===== config.mk =====
export PLATFORM = sky130hd
export DESIGN_NAME = move_scheduler_flat
export DESIGN_NICKNAME = d
export VERILOG_FILES = /design/src/rtl/move_scheduler_if.sv /design/src/rtl/move_scheduler.sv /design/src/flat_wrapper.sv
export SDC_FILE = /design/constraint.sdc
export NUM_CORES = 1
export LEC_CHECK = 0
export ABC_CLOCK_PERIOD_IN_PS = 2000
export CORE_UTILIZATION = 40
export DETAILED_ROUTE_END_ITERATION = 10
export GPL_TIMING_DRIVEN = 0
export SETUP_SLACK_MARGIN = 0.05
export SYNTH_ARGS = -nofsm -noshare
export SYNTH_HDL_FRONTEND = slang
export SYNTH_SLANG_ARGS = --single-unit

===== constraint.sdc =====
create_clock -name clk_25MHz -period 2 [get_ports clk_25MHz]
set_clock_uncertainty 0.1 [all_clocks]
set_input_delay 0.6 -clock clk_25MHz [delete_from_list [all_inputs] [get_ports clk_25MHz]]
set_output_delay 0.6 -clock clk_25MHz [all_outputs]
set_load 0.05 [all_outputs]

===== src/rtl/move_scheduler_if.sv =====
// ---------------------------------------------------------------------------
// move_scheduler_if
//
// Bundles the player-side inputs and the game-side command outputs of
// move_scheduler. The clock and reset remain plain ports on the module.
//
//   btn_right_raw / btn_left_raw / btn_drop_raw : raw asynchronous buttons, active high
//   frame_start : one-cycle pulse at the start of vertical blanking
//   game_over   : level from the game core
//   move_right / move_left / drop_piece : registered one-cycle command pulses
//   cmd_pending : high while a command is held but not yet issued
//
// Modports:
//   master : the environment side (drives buttons/timing, receives commands)
//   slave  : the scheduler itself
// ---------------------------------------------------------------------------
interface move_scheduler_if;
  logic btn_right_raw;
  logic btn_left_raw;
  logic btn_drop_raw;
  logic frame_start;
  logic game_over;
  logic move_right;
  logic move_left;
  logic drop_piece;
  logic cmd_pending;

  modport master (
    output btn_right_raw, btn_left_raw, btn_drop_raw, frame_start, game_over,
    input  move_right, move_left, drop_piece, cmd_pending
  );

  modport slave (
    input  btn_right_raw, btn_left_raw, btn_drop_raw, frame_start, game_over,
    output move_right, move_left, drop_piece, cmd_pending
  );
endinterface


===== src/rtl/move_scheduler.sv =====
// ---------------------------------------------------------------------------
// move_scheduler
//
// Turns three raw player buttons into single-cycle move commands for the
// connect_four core. Each button is synchronised (two flops), debounced and
// edge-detected into a request. One request is held in a slot and issued only
// at frame_start, so the board never changes during active video. After each
// issue the scheduler waits one more frame before it accepts a new request.
//
// Ports:
//   clk_25MHz : pixel clock, the only clock
//   rst_n     : asynchronous active-low reset
//   bus       : move_scheduler_if.slave (buttons, frame_start, game_over in;
//               move_right, move_left, drop_piece, cmd_pending out)
//
// Parameters:
//   DEBOUNCE_CYCLES : consecutive stable cycles needed to accept a new level
//   CNT_W           : debounce counter width, 2**CNT_W > DEBOUNCE_CYCLES
//   REPEAT_FRAMES   : frames between auto-repeats (HOLD_REPEAT_EN only)
//
// Optional feature (macro HOLD_REPEAT_EN): while the debounced left or right
// level stays high, every REPEAT_FRAMES frame_start pulses raise a synthetic
// request for that direction. Drop never repeats. Without the macro there is
// exactly one request per press.
// ---------------------------------------------------------------------------
module move_scheduler #(
  parameter int DEBOUNCE_CYCLES = 250000,
  parameter int CNT_W           = 18,
  parameter int REPEAT_FRAMES   = 15
) (
  input logic              clk_25MHz,
  input logic              rst_n,
  move_scheduler_if.slave  bus
);

  typedef enum logic [1:0] {
    IDLE     = 2'd0,
    PENDING  = 2'd1,
    ISSUE    = 2'd2,
    COOLDOWN = 2'd3
  } state_t;

  typedef enum logic [1:0] {
    SLOT_NONE  = 2'b00,
    SLOT_RIGHT = 2'b01,
    SLOT_LEFT  = 2'b10,
    SLOT_DROP  = 2'b11
  } slot_t;

  localparam logic [CNT_W-1:0] DB_LAST = CNT_W'(DEBOUNCE_CYCLES - 1);

  // Button vectors: bit 0 = right, bit 1 = left, bit 2 = drop.
  logic [2:0]       sync1_q, sync2_q;
  logic [2:0]       stable_q, stable_d1_q;
  logic [CNT_W-1:0] db_cnt_q [3];
  logic [2:0]       rise;
  logic [2:0]       req;
  slot_t            req_slot;

  state_t state_q, state_d;
  slot_t  slot_q,  slot_d;
  logic   right_q, left_q, drop_q;
  logic   right_d, left_d, drop_d;

  // -------------------------------------------------------------------------
  // Synchronisers, debounce and edge detect
  // -------------------------------------------------------------------------
  // NOTE: sequential state uses non-blocking assignments so every flop samples
  // the pre-edge values of the others; blocking here would collapse the
  // two-flop synchroniser into one.
  // NOTE: the per-button counter array is small control state, not storage,
  // so every entry is reset explicitly.
  always_ff @(posedge clk_25MHz or negedge rst_n) begin
    if (!rst_n) begin
      sync1_q     <= '0;
      sync2_q     <= '0;
      stable_q    <= '0;
      stable_d1_q <= '0;
      for (int i = 0; i < 3; i++) db_cnt_q[i] <= '0;
    end else begin
      sync1_q     <= {bus.btn_drop_raw, bus.btn_left_raw, bus.btn_right_raw};
      sync2_q     <= sync1_q;
      stable_d1_q <= stable_q;
      for (int i = 0; i < 3; i++) begin
        if (sync2_q[i] == stable_q[i]) begin
          db_cnt_q[i] <= '0;
        end else if (db_cnt_q[i] == DB_LAST) begin
          stable_q[i] <= sync2_q[i];
          db_cnt_q[i] <= '0;
        end else begin
          db_cnt_q[i] <= db_cnt_q[i] + CNT_W'(1);
        end
      end
    end
  end

  assign rise = stable_q & ~stable_d1_q;

`ifdef HOLD_REPEAT_EN
  localparam int             RW      = $clog2(REPEAT_FRAMES + 1);
  localparam logic [RW-1:0]  REP_LAST = RW'(REPEAT_FRAMES - 1);

  logic [RW-1:0] rep_cnt_q [2];
  logic [1:0]    rep_req;

  // Synthetic request fires on the frame_start that completes a repeat period.
  always_comb begin
    for (int i = 0; i < 2; i++)
      rep_req[i] = stable_q[i] & bus.frame_start & (rep_cnt_q[i] == REP_LAST);
  end

  always_ff @(posedge clk_25MHz or negedge rst_n) begin
    if (!rst_n) begin
      for (int i = 0; i < 2; i++) rep_cnt_q[i] <= '0;
    end else begin
      for (int i = 0; i < 2; i++) begin
        if (!stable_q[i])
          rep_cnt_q[i] <= '0;
        else if (bus.frame_start)
          rep_cnt_q[i] <= (rep_cnt_q[i] == REP_LAST) ? '0 : rep_cnt_q[i] + RW'(1);
      end
    end
  end

  assign req = rise | {1'b0, rep_req};
`else
  // REPEAT_FRAMES only matters with auto-repeat; keep it referenced.
  logic unused_cfg;
  assign unused_cfg = (REPEAT_FRAMES > 0);
  assign req        = rise;
`endif

  // Priority DROP > LEFT > RIGHT; losing requests are dropped.
  always_comb begin
    if      (req[2]) req_slot = SLOT_DROP;
    else if (req[1]) req_slot = SLOT_LEFT;
    else if (req[0]) req_slot = SLOT_RIGHT;
    else             req_slot = SLOT_NONE;
  end

  // -------------------------------------------------------------------------
  // Command FSM
  // -------------------------------------------------------------------------
  always_ff @(posedge clk_25MHz or negedge rst_n) begin
    if (!rst_n) begin
      state_q <= IDLE;
      slot_q  <= SLOT_NONE;
      right_q <= 1'b0;
      left_q  <= 1'b0;
      drop_q  <= 1'b0;
    end else begin
      state_q <= state_d;
      slot_q  <= slot_d;
      right_q <= right_d;
      left_q  <= left_d;
      drop_q  <= drop_d;
    end
  end

  // NOTE: every output of this block is given a default first, so no path
  // leaves a signal unassigned and no latch is inferred.
  always_comb begin
    state_d = state_q;
    slot_d  = slot_q;
    right_d = 1'b0;
    left_d  = 1'b0;
    drop_d  = 1'b0;
    case (state_q)
      IDLE: begin
        // A drop is meaningless once the game has ended.
        if (req_slot != SLOT_NONE && !(req_slot == SLOT_DROP && bus.game_over)) begin
          slot_d  = req_slot;
          state_d = PENDING;
        end
      end
      PENDING: begin
        if (bus.frame_start) state_d = ISSUE;
      end
      ISSUE: begin
        right_d = (slot_q == SLOT_RIGHT);
        left_d  = (slot_q == SLOT_LEFT);
        // game_over may have risen while the drop waited for blanking.
        drop_d  = (slot_q == SLOT_DROP) && !bus.game_over;
        slot_d  = SLOT_NONE;
        state_d = COOLDOWN;
      end
      COOLDOWN: begin
        if (bus.frame_start) state_d = IDLE;
      end
      default: begin
        state_d = IDLE;
        slot_d  = SLOT_NONE;
      end
    endcase
  end

  assign bus.move_right  = right_q;
  assign bus.move_left   = left_q;
  assign bus.drop_piece  = drop_q;
  assign bus.cmd_pending = (state_q == PENDING);

endmodule

===== src/flat_wrapper.sv =====
// flat-port wrapper written by rule: the top's interface ports become plain ports
module move_scheduler_flat 
#(
  parameter int DEBOUNCE_CYCLES = 250000,
  parameter int CNT_W           = 18,
  parameter int REPEAT_FRAMES   = 15
)
  (clk_25MHz, rst_n, bus_btn_right_raw, bus_btn_left_raw, bus_btn_drop_raw, bus_frame_start, bus_game_over, bus_move_right, bus_move_left, bus_drop_piece, bus_cmd_pending);
  move_scheduler_if bus_i ();
  input logic clk_25MHz;
  input logic rst_n;
  input wire logic [$bits(bus_i.btn_right_raw)-1:0] bus_btn_right_raw;
  input wire logic [$bits(bus_i.btn_left_raw)-1:0] bus_btn_left_raw;
  input wire logic [$bits(bus_i.btn_drop_raw)-1:0] bus_btn_drop_raw;
  input wire logic [$bits(bus_i.frame_start)-1:0] bus_frame_start;
  input wire logic [$bits(bus_i.game_over)-1:0] bus_game_over;
  output wire logic [$bits(bus_i.move_right)-1:0] bus_move_right;
  output wire logic [$bits(bus_i.move_left)-1:0] bus_move_left;
  output wire logic [$bits(bus_i.drop_piece)-1:0] bus_drop_piece;
  output wire logic [$bits(bus_i.cmd_pending)-1:0] bus_cmd_pending;
  assign bus_i.btn_right_raw = bus_btn_right_raw;
  assign bus_i.btn_left_raw = bus_btn_left_raw;
  assign bus_i.btn_drop_raw = bus_btn_drop_raw;
  assign bus_i.frame_start = bus_frame_start;
  assign bus_i.game_over = bus_game_over;
  assign bus_move_right = bus_i.move_right;
  assign bus_move_left = bus_i.move_left;
  assign bus_drop_piece = bus_i.drop_piece;
  assign bus_cmd_pending = bus_i.cmd_pending;
  move_scheduler #(.DEBOUNCE_CYCLES(DEBOUNCE_CYCLES), .CNT_W(CNT_W), .REPEAT_FRAMES(REPEAT_FRAMES)) u_core (.clk_25MHz(clk_25MHz), .rst_n(rst_n), .bus(bus_i));
endmodule

==> summary.md, run 1 <==
| Metric | Value |
|---|---|
| CP bufs+invs | 1 |
| Min setup slack post-route | 0.102 ns |
| # rows | 33 |
| Post-layout min period | ~1.9 ns |
| Worst hold path type | input pin to async pin |
| CTS Buffer Depth | 2 |
| Post-synth EDFFs | 0 |
| Worst setup SP type | flip-flop |
| Critical path, cell by cell | nand4_4 -> or3_1 -> buf_2 -> or4_1 -> a21oi_1 |
| Synth cell types | 42 |
| Tot Pwr | 0.00329 W |
| DRT antenna net count | 0 |
| Pre-CTS setup slack | -0.424 ns |
| Reg-to-Reg Start | u_core.db_cnt_q[9] |
| Critical Path AT | a little over 2 ns |
| GRT busiest layer | met2 |
| Dpl hpwl | about 4400 um |
| Routed via count | between 2000 and 3000 |
| GRT Residual Overflow | 0 |
| DRT Pass-1 Iters | 4 |
| Clock Latency Late Sink | 0.34 ns |
| Synth top area cells | dfrtp_1 (52%), xnor2_1 (6.9%), nor2_1 (6.0%) |
| Commonest cells in the synthesized netlist | dfrtp_1 (73), nor2_1 (57), xnor2_1 (28), nand2_1 (22), nand3_1 (20) |
| Routed vias/inst | approximately 5.4 |
| Die X | slightly below 100 um |
| CP max-delay cell | or4_1 |
| Worst Path Max Fanout | 8 |
| Max incr delay on CP | about 0.47 ns |
| Vias in the first global route | about 2500 |
| Final #Nets | roughly 400 |
| Initial Utilization | a little over two fifths |
| Final Hold Fails | 0 |
| Main synth FF type | dfrtp_1 |
| Inserted Clock Buffers | 9 |
| FMAX | approximately 530 MHz |
| Number of diodes | 0 |
| Critical Path End Type | flip-flop |
| CTS H-tree lvls | 3 |
| Root Buffer | clkbuf_8 |
| Min Hold Slack | about 0.057 ns |
| Worst IR drop on VDD | approximately 0.00035 V |
| Worst-Margin Slew | 0.560 ns |
| # Max-Cap Violations | 0 |
| Final GP Congestion | between 0.7 and 0.8 |
| Initial antenna violation count | 0 |
| Area Overhead vs Synth | 20.6% |
| Outcome | finished clean |
| Met1 usage | a little over a fifth |
| Final WL | about 6700 um |
| Final setup violation count | 0 |
| Slew headroom | 62.4% |
| DRT iter0 DRCs | 125 |
| DR DRC count | 0 |
| Global-route wire length before repair | 11600 um |
| Worst Path Required | about 2.2 ns |
| Grt met2 use | approximately a quarter |
| Core Box Area | approximately 8400 um^2 |
| Proportion of layout cells with a drive suffix above 1 | 17.3% |
| Reg-to-Reg End | u_core.db_cnt_q[16] |
| Post-synthesis async set-or-reset flop share | 100% |
| TritonCTS clock tree | built |
| Post-synthesis average cell area | 10.2 um^2 |
| Top-count cell post-synth | dfrtp_1 |
| Sequential area share after synthesis | 51.6% |
| Port bufs | 10 |
| Period utilization | a little over nine tenths |
| Setup slack, reg-to-reg | slightly above 0.1 ns |
| Max Transition Viols Final | 0 |
| Wirelength per Cell | around 14 um |
| Non-Filler Instances | between 400 and 500 |
| Synth area leader | dfrtp_1 |
| Largest net degree at the start of global routing | 50 |
| P_leak | about 1.8 nW |
| Die span in y | 96.1 um |
| Post-route cell area | 4270 um^2 |
| Pwr dens | slightly below 800 nW/um^2 |
| I/O Pins | 11 |
| Synthesized area | 3540 um^2 |
| Ys Warns | 0 |
| Synth top area share | between 50% and 60% |
| Die area | just over 9000 um^2 |
| DP Area | 3800 um^2 |
| Net count after synthesis | between 300 and 400 |
| DP Cell Count | 462 |
| Grt met3 use | approximately 5% |
| FF-to-FF path depth | 5 |
| GRT Overall Usage | 16.5% |
| Synthesis-stage register bit count | 73 |
| RSZ-0062 raised after global routing | true |
| Synth Instances | approximately 350 |
| Clock net sink count | 73 |
| Cts hold-fix bufs | 0 |
| Crit Path Class | flip-flop to flip-flop |
| Clock slew seen by the registers of the worst setup and hold paths | roughly 0.080 ns |
| Cell family with the largest share of critical-path delay | simple AND/OR/NAND/NOR gates |
==> worst max path at each step <==
stage	startpoint	end	depth (start not counted)
finish	u_core.db_cnt_q[9]	u_core.db_cnt_q[16]	5
detailed placement	u_core.db_cnt_q[18]	u_core.db_cnt_q[33]	5
global route	u_core.state_q[0]	u_core.state_q[1]	6
CTS	u_core.db_cnt_q[18]	u_core.db_cnt_q[34]	4
floorplan	u_core.db_cnt_q[18]	u_core.db_cnt_q[26]	5
global placement	rst_n	u_core.db_cnt_q[18]	1
==> metrics by stage <==
| stage | TNS [ns] | util (%) |
|---|---|---|
| 3_3_place_gp | -180.07 | 45.1 |
| 5_1_grt | 0 | 50.9 |
| 4_1_cts | 0 | 49.2 |
| 2_1_floorplan | 0 | - |
| 6_report | 0 | 50.9 |
| 3_5_place_dp | -9.72 | 45.4 |
==> per-layer routing <==
metal,wire (um),part of all wire (%),vias to the layer above
met5,0,0,-
met4,37,0.55,0
met3,215,3.2,2
met2,3190,48,29
met1,3260,49,1315
li1,-,-,1295
==> cells in the final DEF, fill, tap and decap left out, drive strengths merged, types with 2 or more instances in the layout <==
master	Yosys	routed
o41ai	5	5
nor2b	3	3
xnor2	28	28
ha	8	8
dfrtp	73	73
clkdlybuf4s50	0	5
buf	4	23
and4	4	4
o21ai	3	3
nand2	22	22
mux2	5	5
clkinv	0	2
nor4	17	17
and3	2	2
clkbuf	4	15
nand4	17	17
dlygate4sd2	0	2
a21oi	8	8
nor2	57	57
xor2	16	16
nor3	10	10
nor4b	2	2
o31ai	3	3
inv	13	13
nand4b	2	2
nand3	20	20
or3	3	3
or4	3	3
==> cell type report <==
type,instances,area [um^2]
sequential,73,1830
inverter,13,48.8
timing repair buffer,27,251
clock inverter,3,40.0
tap,105,131
multi-input combinational,252,1770
clock buffer,12,155
buffer,7,46.3
fill,745,4110
==> power by group <==
part	total [W]	internal [W]	leakage, nW	switching, W
Combinational	0.000559	0.000285	0.679	0.000274
Clock	0.00117	0.000635	0.102	0.000531
Sequential	0.00157	0.00152	0.993	0.0000474
==> repair_timing <==
| item | in CTS | in global routing |
|---|---|---|
| resized for setup | 26 | 17 |
| setup endpoints to repair | 56 | 44 |
| pin swaps | 7 | 8 |
| gates cloned | 0 | 0 |
| endpoints found under the hold margin | 0 | 0 |
| buffers inserted | 6 | 10 |
==> cell families (layout without fill, tap and decap cells) <==
group	Yosys count	count (layout)	synth area share, %
buf+inv	21	62	2.37
mux	6	6	1.87
xor+xnor	44	44	10.9
simple gates	170	170	24.6
flops	73	73	51.6
fa+ha+maj	8	8	2.83
compound gates	24	24	5.87
==> registers in the layout, indices dropped and copies added, names as in the netlist <==
register               count
u_core.stable_q            3
u_core.db_cnt_q           54
u_core.state_q             2
u_core.sync2_q             3
u_core.sync1_q             3
u_core.stable_d1_q         3
u_core.bus.move_left       1
u_core.bus.drop_piece      1
u_core.bus.move_right      1
u_core.slot_q              2
Power figures use the tool's default switching activity.
==> run 2: changes to the inputs <==
--- a/config.mk
+++ b/config.mk
@@ -6,6 +6,7 @@
 export NUM_CORES = 1
 export LEC_CHECK = 0
 export ABC_CLOCK_PERIOD_IN_PS = 2000
+export CORE_ASPECT_RATIO = 0.8
 export CORE_UTILIZATION = 40
 export DETAILED_ROUTE_END_ITERATION = 10
 export GPL_TIMING_DRIVEN = 0
==> summary.md, run 2 (synthesis gave the netlist of run 1 again) <==
| Metric | Value |
|---|---|
| Routed via count | 2523 (was 2641) |
| Slew headroom | 60.9% (was 62.4%) |
| Most frequent cells in the layout | dfrtp_1 (68), nor2_1 (57), xnor2_1 (28) (was dfrtp_1 (72), nor2_1 (57), xnor2_1 (28)) |
| Post-route cell area | 4220 um^2 (was 4270 um^2) |
| Post-layout min period | 1.89 ns (was 1.90 ns) |
| Vias in the first global route | 2518 (was 2538) |
| Crit Path Class | flip-flop to primary output (was flip-flop to flip-flop) |
| Final setup violation count | 0 (unchanged) |
| DRT iter0 DRCs | 79 (was 125) |
| Filler cells | 770 (was 745) |
| Min setup slack post-route | 0.111 ns (was 0.102 ns) |
| Critical path, cell by cell | dlygate4sd2_1 (was nand4_4 -> or3_1 -> buf_2 -> or4_1 -> a21oi_1) |
| Clock slew seen by the registers of the worst setup and hold paths | 0.08 ns (about the same) |
| Die span in y | 86.2 um (was 96.1 um) |
| Worst Path Required | 1.30 ns (was 2.17 ns) |
| DP Cell Count | 469 (was 462) |
| Routed vias/inst | 5.13 (was 5.37) |
| Initial antenna violation count | 0 (unchanged) |
| Area of the multi-input gates | 1770 um^2 (about the same) |
| Final Hold Fails | 0 (unchanged) |
| # Max-Cap Violations | 0 (unchanged) |
| CTS H-tree lvls | 3 (unchanged) |
| Final GP Congestion | 0.787 (was 0.777) |
| # rows | 30 (was 33) |
| Switching pwr | 0.000831 W (was 0.000853 W) |
| Max incr delay on CP | 0.52 ns (was 0.47 ns) |
| Power share of the clock group | 36.4% (was 35.4%) |
| Clock net sink count | 73 (unchanged) |
| Largest register FFs | 54 (unchanged) |
| Biggest register | u_core.db_cnt_q (unchanged) |
| Number of diodes | 0 (unchanged) |
| CTS Buffer Depth | 2 (unchanged) |
| Final #Nets | 390 (was 398) |
| Worst hold path type | input pin to async pin (unchanged) |
| DRT Pass-1 Iters | 4 (unchanged) |
| Core Box Area | 8520 um^2 (was 8380 um^2) |
| Worst setup SP type | flip-flop (unchanged) |
| Port bufs | 10 (unchanged) |
| Worst Path Max Fanout | 1 (was 8) |
| Root Buffer | clkbuf_8 (unchanged) |
| Dpl hpwl | 4470 um (was 4450 um) |
| GRT Overall Usage | 16.7% (was 16.5%) |
| TritonCTS clock tree | built (unchanged) |
| I/O Pins | 11 (unchanged) |
| Die X | 107 um (was 96.1 um) |
| Reg area | 1830 um^2 (about the same) |
| Inserted Clock Buffers | 9 (unchanged) |
| Global-route wire length before repair | 12100 um (was 11600 um) |
| Final WL | 6790 um (was 6710 um) |
| Proportion of layout cells with a drive suffix above 1 | 16.6% (was 17.3%) |
| CP max-delay cell | dlygate4sd2_1 (was or4_1) |
| Period utilization | 94.5% (was 94.9%) |
| Clock Latency Late Sink | 0.34 ns (about the same) |
| Pwr dens | 751 nW/um^2 (was 771 nW/um^2) |
| DRT antenna net count | 0 (unchanged) |
| Util after Layout | 49.6% (was 50.9%) |
| Die area | 9230 um^2 (about the same) |
| Largest net degree at the start of global routing | 49 (was 50) |
| RSZ-0062 raised after global routing | false (was true) |
| Non-Filler Instances | 492 (unchanged) |
| Net Sw Frac | 26.2% (was 25.9%) |
| FMAX | 529 MHz (was 527 MHz) |
| Pre-CTS setup slack | -0.458 ns (was -0.424 ns) |
| Critical Path AT | 1.19 ns (was 2.07 ns) |
| Comb pwr share | 14.5% (was 17.0%) |
| DR DRC count | 0 (unchanged) |
| GRT Residual Overflow | 0 (unchanged) |
| P_leak | 1.74 nW (was 1.77 nW) |
| Worst IR drop on VDD | 0.000565 V (was 0.000345 V) |
| Initial Utilization | 41.6% (was 42.2%) |
| Wirelength per Cell | 13.8 um (was 13.6 um) |
| Seq pwr share | 49.1% (was 47.6%) |
| Max Transition Viols Final | 0 (unchanged) |
| Setup TNS | 0 ns (unchanged) |
| Outcome | finished clean (unchanged) |
| Commonest non-fill, non-tap cell in the layout | dfrtp_1 (unchanged) |
| Pint | 0.00234 W (was 0.00244 W) |
| Worst-Margin Slew | 0.581 ns (was 0.560 ns) |
| Area Overhead vs Synth | 19.3% (was 20.6%) |
| DP Area | 3810 um^2 (was 3800 um^2) |
| CP bufs+invs | 1 (unchanged) |
| Critical Path End Type | primary output (was flip-flop) |
| Cell family with the largest share of critical-path delay | buffers and inverters (was simple AND/OR/NAND/NOR gates) |
[run 2: cell count changes in the layout (fill, tap and decap cells not counted), sizes merged]
cell	change
buf	-9
clkbuf	+1
clkdlybuf4s15	-1
clkinv	+1
dlygate4sd2	+1
[run 2: repair_timing]
action	4_1_cts	5_1_grt
hold endpoints to repair	0	0
buffers inserted	6	3
endpoints found under the setup margin	57	57
hold buffers	0	0
resized for setup	28	16
pin swaps	3	5
[run 2: worst paths after layout]
check                                            from  slack, ns  cells after the start                   to
min in group clk_25MHz              u_core.sync1_q[2]       0.25                      0    u_core.sync2_q[2]
worst min register to register      u_core.sync1_q[2]       0.25                      0    u_core.sync2_q[2]
max in group asynchronous                       rst_n       1.16                      2   u_core.db_cnt_q[9]
worst min-delay path                            rst_n       0.06                      1  u_core.db_cnt_q[26]
worst max-delay path            u_core.bus.move_right       0.11                      1       bus_move_right
worst max register to register     u_core.db_cnt_q[6]       0.14                      5  u_core.db_cnt_q[17]
[run 2: power groups by stage]
stage	clock network, W	logic (W)	registers, W
floorplan	0	0.000261	0.00158
global placement	0	0.000357	0.00159
detailed placement	0	0.000369	0.00159
CTS	0.00120	0.000452	0.00156
global route	0.00126	0.000524	0.00157
finish	0.00115	0.000461	0.00156
[run 2: area by class of cell]
type	instances	area share, %
multi-input combinational	252	42.0
clock inverter	4	1.24
buffer	6	0.977
sequential	73	43.4
tap	112	3.32
inverter	13	1.16
timing repair buffer	20	4.50
clock buffer	12	3.44
[run 2: per-stage QoR]
stage	hold slack, ns	total power (W)
final	0.0646	0.00317
after global routing	0.0699	0.00335
after CTS	0.0579	0.00321
after detailed placement	0.236	0.00196
after global placement	0.233	0.00194
after floorplan	0.204	0.00184
[run 2: per-layer routing]
layer / vias up / part of all wire (%) / global-route usage [%]
met5: - / 0 / 0
met4: 0 / 0.87 / 4.23
met3: 6 / 3.4 / 4.56
met2: 49 / 44 / 24.8
met1: 1193 / 52 / 23.9
li1: 1275 / - / -
==> run 3: changes to the inputs <==
--- a/config.mk
+++ b/config.mk
@@ -6,8 +6,10 @@
 export NUM_CORES = 1
 export LEC_CHECK = 0
 export ABC_CLOCK_PERIOD_IN_PS = 2000
+export CAP_MARGIN = 20
 export CORE_ASPECT_RATIO = 0.8
 export CORE_UTILIZATION = 40
+export CTS_CLUSTER_SIZE = 10
 export DETAILED_ROUTE_END_ITERATION = 10
 export GPL_TIMING_DRIVEN = 0
 export SETUP_SLACK_MARGIN = 0.05
==> results of run 3 <==
Final layout, timing and power as in run 2 (identical DEF).
==> patch 1, RTL diff (settings of run 3) <==
Build with the macro `HOLD_REPEAT_EN` defined.
--- a/src/rtl/move_scheduler.sv
+++ b/src/rtl/move_scheduler.sv
@@ -25,2 +25,4 @@
 // ---------------------------------------------------------------------------
+`define HOLD_REPEAT_EN
+
 module move_scheduler #(
Formal check against the unedited RTL: same outputs for any inputs over 10 cycles, from zero or initial values and one cycle with rst_n low; that may be too few to reach the edited logic, so the function may still have changed.
==> patch 1 against run 3 <==
The flow now finishes with violations (design-rule violations); power rose by 28%; via count rose by 5.1%; wire length rose by 0.71%; critical path depth rose by 6; sequential cell count rose by 8; cell area rose by 12%; first-iteration DRC count rose by 66%; synthesized area rose by 8.6%; setup slack got worse by 0.056 ns; critical path type is now flip-flop to flip-flop; largest power group is now clock.
==> patch 1: results (changes against run 3) <==
\begin{tabular}{lr}
\hline
Metric & Value \\
\hline
\multicolumn{2}{l}{\textbf{Finish}} \\
\quad Layout non-clock buf frac & 0.0641 (was 0.0548) \\
\quad Layout clock area frac & 0.0739 (was 0.0468) \\
\quad Count of nets after finishing & 425 (was 390) \\
\quad Layout cell share with drive strength beyond 1 & 0.180 (was 0.166) \\
\quad Area of the multi-input gates & 0.00188 mm² (was 0.00177 mm²) \\
\quad Fraction of standard cell area that is sequential & 0.428 (was 0.434) \\
\quad Number of clock buffers in the layout & 9 (was 12) \\
\multicolumn{2}{l}{\textbf{STA}} \\
\quad Tightest Pin Transition & 0.526 ns (was 0.581 ns) \\
\multicolumn{2}{l}{\textbf{Global route}} \\
\quad Global Route Usage Sum & 0.150 (was 0.167) \\
\quad Wire length of the first global-routing pass & 11,700 µm (was 12,100 µm) \\
\quad Met2 Usage GRT & 0.239 (was 0.248) \\
\quad GRT met1 Usage & 0.196 (was 0.239) \\
\multicolumn{2}{l}{\textbf{Detailed routing}} \\
\quad Pre-antenna DRT Iters & 7 (was 4) \\
\quad Mean routed wirelength per cell & 13.0 µm (was 13.8 µm) \\
\quad Sum of routed wire segments on met1 & 3440 µm (was 3510 µm) \\
\quad Post-route DRC violation count & 2 (was 0) \\
\quad Via count & 2,652 (was 2,523) \\
\multicolumn{2}{l}{\textbf{Run status}} \\
\quad Violated checks & design-rule violations \\
\quad Run status & complete, but fails checks (was finished clean) \\
\multicolumn{2}{l}{\textbf{Critical path}} \\
\quad Crit path DAT & 2.08 ns (was 1.19 ns) \\
\quad Slowest stage delay, CP & 0.42 ns (was 0.52 ns) \\
\quad Worst Path Max Fanout & 5 (was 1) \\
\multicolumn{2}{l}{\textbf{Place}} \\
\quad Final Wtd Congestion & 0.775 (was 0.787) \\
\quad Worst-case setup slack after placement & -0.175 ns (was -0.458 ns) \\
\quad HPWL reported at the end of detailed placement & 4430 µm (was 4470 µm) \\
\multicolumn{2}{l}{\textbf{Power}} \\
\quad Maximum VDD drop & 0.000404 V (was 0.000565 V) \\
\quad Clock network fraction of total power & 0.472 (was 0.364) \\
\multicolumn{2}{l}{\textbf{Synth}} \\
\quad Cell types with the largest area share after synthesis & sky130\_fd\_sc\_hd\_\_dfrtp\_1 53\%, sky130\_fd\_sc\_hd\_\_xor2\_1 7.7\%, sky130\_fd\_sc\_hd\_\_nor2\_1 7.2\% (was sky130\_fd\_sc\_hd\_\_dfrtp\_1 52\%, sky130\_fd\_sc\_hd\_\_xnor2\_1 6.9\%, sky130\_fd\_sc\_hd\_\_nor2\_1 6.0\%) \\
\quad Number of distinct library cells after synthesis & 45 (was 42) \\
\quad Area share of fa/ha/maj cells after synthesis & 0.0358 (was 0.0283) \\
\quad Average cell area after synthesis & 10.3 µm² (was 10.2 µm²) \\
\hline
\end{tabular}
==> patch 1: changes by cell type in the layout (fill, tap and decap cells not counted), moves of 8 or more <==
| cell | change |
|---|---|
| sky130_fd_sc_hd__clkbuf_16 | +11 |
| sky130_fd_sc_hd__clkbuf_8 | -10 |
| sky130_fd_sc_hd__dfrtp_1 | +12 |
| sky130_fd_sc_hd__nor2_4 | +9 |
| sky130_fd_sc_hd__nor3_1 | -8 |
| sky130_fd_sc_hd__nor4_1 | -10 |
| sky130_fd_sc_hd__xnor2_1 | -12 |
| sky130_fd_sc_hd__xor2_1 | +18 |
==> patch 1: worst paths after layout <==
kind                                             endpoint                           from  slack [ns]  cells after the start
max in group asynchronous   u_core.db_cnt_q[45]$_DFF_PN0_                          rst_n        1.07                      2
setup / recovery            u_core.db_cnt_q[30]$_DFF_PN0_  u_core.db_cnt_q[29]$_DFF_PN0_        0.05                      7
hold reg to reg               u_core.sync2_q[1]$_DFF_PN0_    u_core.sync1_q[1]$_DFF_PN0_        0.24                      0
hold / removal             u_core.bus.move_left$_DFF_PN0_                          rst_n        0.14                      1
setup reg to reg            u_core.db_cnt_q[30]$_DFF_PN0_  u_core.db_cnt_q[29]$_DFF_PN0_        0.05                      7
min in group clk_25MHz        u_core.sync2_q[1]$_DFF_PN0_    u_core.sync1_q[1]$_DFF_PN0_        0.24                      0
==> patch 1: stage by stage <==
stage	setup TNS (ns)	power [mW]	hold WS (ns)
floorplan	0	1.99	0.204
CTS	0	4.05	0.152
global placement	-220.85	2.09	0.235
detailed placement	-0.327	2.11	0.235
finish	0	4.06	0.142
global route	-0.167	4.23	0.180
==> patch 1: timing repair <==
item,CTS,global route
cloned,0,2
endpoints found under the setup margin,15,32
gates resized for setup,12,40
pin swaps,1,18
buffers inserted,0,9
hold buffers,0,0
==> patch 2, RTL diff (config.mk and constraints of run 3) <==
Made on the original files. Encoding of `slot_t`: now one-hot (4 bits for 4 values).
--- a/src/rtl/move_scheduler.sv
+++ b/src/rtl/move_scheduler.sv
@@ -42,7 +42,7 @@
 
-  typedef enum logic [1:0] {
-    SLOT_NONE  = 2'b00,
-    SLOT_RIGHT = 2'b01,
-    SLOT_LEFT  = 2'b10,
-    SLOT_DROP  = 2'b11
+  typedef enum logic [3:0] {
+    SLOT_NONE  = 4'b0001,
+    SLOT_RIGHT = 4'b0010,
+    SLOT_LEFT  = 4'b0100,
+    SLOT_DROP  = 4'b1000
   } slot_t;
Behaviour: same outputs for any inputs over 10 cycles, from zero or initial values and one cycle with rst_n low; not proved beyond that.
==> patch 2 against run 3 <==
Synthesized cell count shrank 1.4%; synthesized area up 1.0%; setup slack got worse by 0.012 ns; combinational power shrank 9.8%; sequential share of layout area increased by 0.95 points; power is 0.94% higher; count of clock-buffer cells in the layout is 3 lower; cell area is 0.59% higher; wire length down 1.4%; sequential cell count grew 2; critical path depth grew 2; highest routed layer unchanged.
==> patch 2: results (changes against run 3) <==
\begin{tabular}{lr}
\hline
Metric & Value \\
\hline
\multicolumn{2}{l}{\textbf{Synth}} \\
\quad Most common library cells after synthesis & 74 x sky130\_fd\_sc\_hd\_\_dfrtp\_1, 52 x sky130\_fd\_sc\_hd\_\_nor2\_1, 24 x sky130\_fd\_sc\_hd\_\_xnor2\_1 (was 73 x sky130\_fd\_sc\_hd\_\_dfrtp\_1, 57 x sky130\_fd\_sc\_hd\_\_nor2\_1, 28 x sky130\_fd\_sc\_hd\_\_xnor2\_1) \\
\quad Post-Synthesis Net Count & 355 (was 361) \\
\quad Post-Syn Instances & 341 (was 346) \\
\quad Share of the yosys chip area belonging to registers & 0.525 (was 0.516) \\
\multicolumn{2}{l}{\textbf{Global route}} \\
\quad Global Route Usage Sum & 0.154 (was 0.167) \\
\quad GRT met1 Usage & 0.219 (was 0.239) \\
\quad Largest net degree at the start of global routing & 43 (was 49) \\
\quad Number of global-route vias before repair & 2,418 (was 2,518) \\
\quad Wire length of the first global-routing pass & 11,300 µm (was 12,100 µm) \\
\multicolumn{2}{l}{\textbf{Place}} \\
\quad Worst-case setup slack after placement & -0.387 ns (was -0.458 ns) \\
\quad Placed Cells & 464 (was 469) \\
\quad HPWL reported at the end of detailed placement & 4300 µm (was 4470 µm) \\
\quad Final Wtd Congestion & 0.826 (was 0.787) \\
\multicolumn{2}{l}{\textbf{Detailed routing}} \\
\quad Met2 wire length & 2970 µm (was 2980 µm) \\
\quad Drt initial violations & 147 (was 79) \\
\quad Mean routed wirelength per cell & 13.5 µm (was 13.8 µm) \\
\quad DR WL met3 & 246 µm (was 234 µm) \\
\multicolumn{2}{l}{\textbf{Critical path}} \\
\quad Cell count of the worst reg-to-reg path & 3 (was 5) \\
\quad Critical path capture point type & flip-flop (was output pin) \\
\quad Crit path capture & u\_core.stable\_q[2]\$\_DFFE\_PN0P\_ (was bus\_move\_right) \\
\quad Crit path DAT & 2.03 ns (was 1.19 ns) \\
\quad R2R Setup Slk & 0.1 ns (was 0.14 ns) \\
\multicolumn{2}{l}{\textbf{STA}} \\
\quad Smallest hold slack & 0.0921 ns (was 0.0646 ns) \\
\quad Slew Limit Headroom & 0.678 (was 0.609) \\
\multicolumn{2}{l}{\textbf{Finish}} \\
\quad Number of filler cells placed in the layout & 781 (was 770) \\
\quad Count of nets after finishing & 391 (was 390) \\
\quad Count of placed standard cells in the final layout, fillers left out & 494 (was 492) \\
\multicolumn{2}{l}{\textbf{Power}} \\
\quad Leakage power of the design & 1.76 nW (was 1.74 nW) \\
\quad Flip-flop and latch power & 1.62 mW (was 1.56 mW) \\
\multicolumn{2}{l}{\textbf{Run status}} \\
\quad Run status & finished clean (unchanged) \\
\hline
\end{tabular}
## patch 2: through the flow
step | cell area (µm²) | utilization
2_1_floorplan | 3580 | -
3_3_place_gp | 3820 | 0.444
3_5_place_dp | 3830 | 0.446
4_1_cts | 4110 | 0.478
5_1_grt | 4250 | 0.494
6_report | 4250 | 0.494
## patch 2: repair_timing
item / 4_1_cts / 5_1_grt
gates cloned: 0 / 1
setup endpoints to repair: 52 / 47
hold buffers: 0 / 0
resized for setup: 15 / 18
setup buffers: 7 / 8
pin swaps: 3 / 7
## patch 2: final cells by class
cell class / count / area share
Sequential cell: 75 / 0.443
Multi-Input combinational cell: 246 / 0.394
Timing Repair Buffer: 27 / 0.0607
Tap cell: 112 / 0.0330
Clock buffer: 9 / 0.0292
Clock inverter: 7 / 0.0180
Inverter: 13 / 0.0115
Buffer: 5 / 0.0100
## patch 2: critical path: stages (launching register included)
cell	delay, ns
sky130_fd_sc_hd__dfrtp_1	0.44
sky130_fd_sc_hd__or4_4	0.58
sky130_fd_sc_hd__nor4_2	0.31
sky130_fd_sc_hd__mux2_2	0.36
## patch 2: cell families (layout without fill, tap and decap cells)
| group | Yosys count | count (layout) | share of synthesized area |
|---|---|---|---|
| AND/OR/NAND/NOR | 160 | 160 | 0.237 |
| AO/OA/AOI/OAI | 32 | 32 | 0.0710 |
| flip-flops | 75 | 75 | 0.525 |
| adder cells (fa/ha/maj) | 7 | 7 | 0.0245 |
| XOR/XNOR | 42 | 42 | 0.103 |
| multiplexers | 5 | 5 | 0.0154 |
| buffers and inverters | 20 | 61 | 0.0241 |
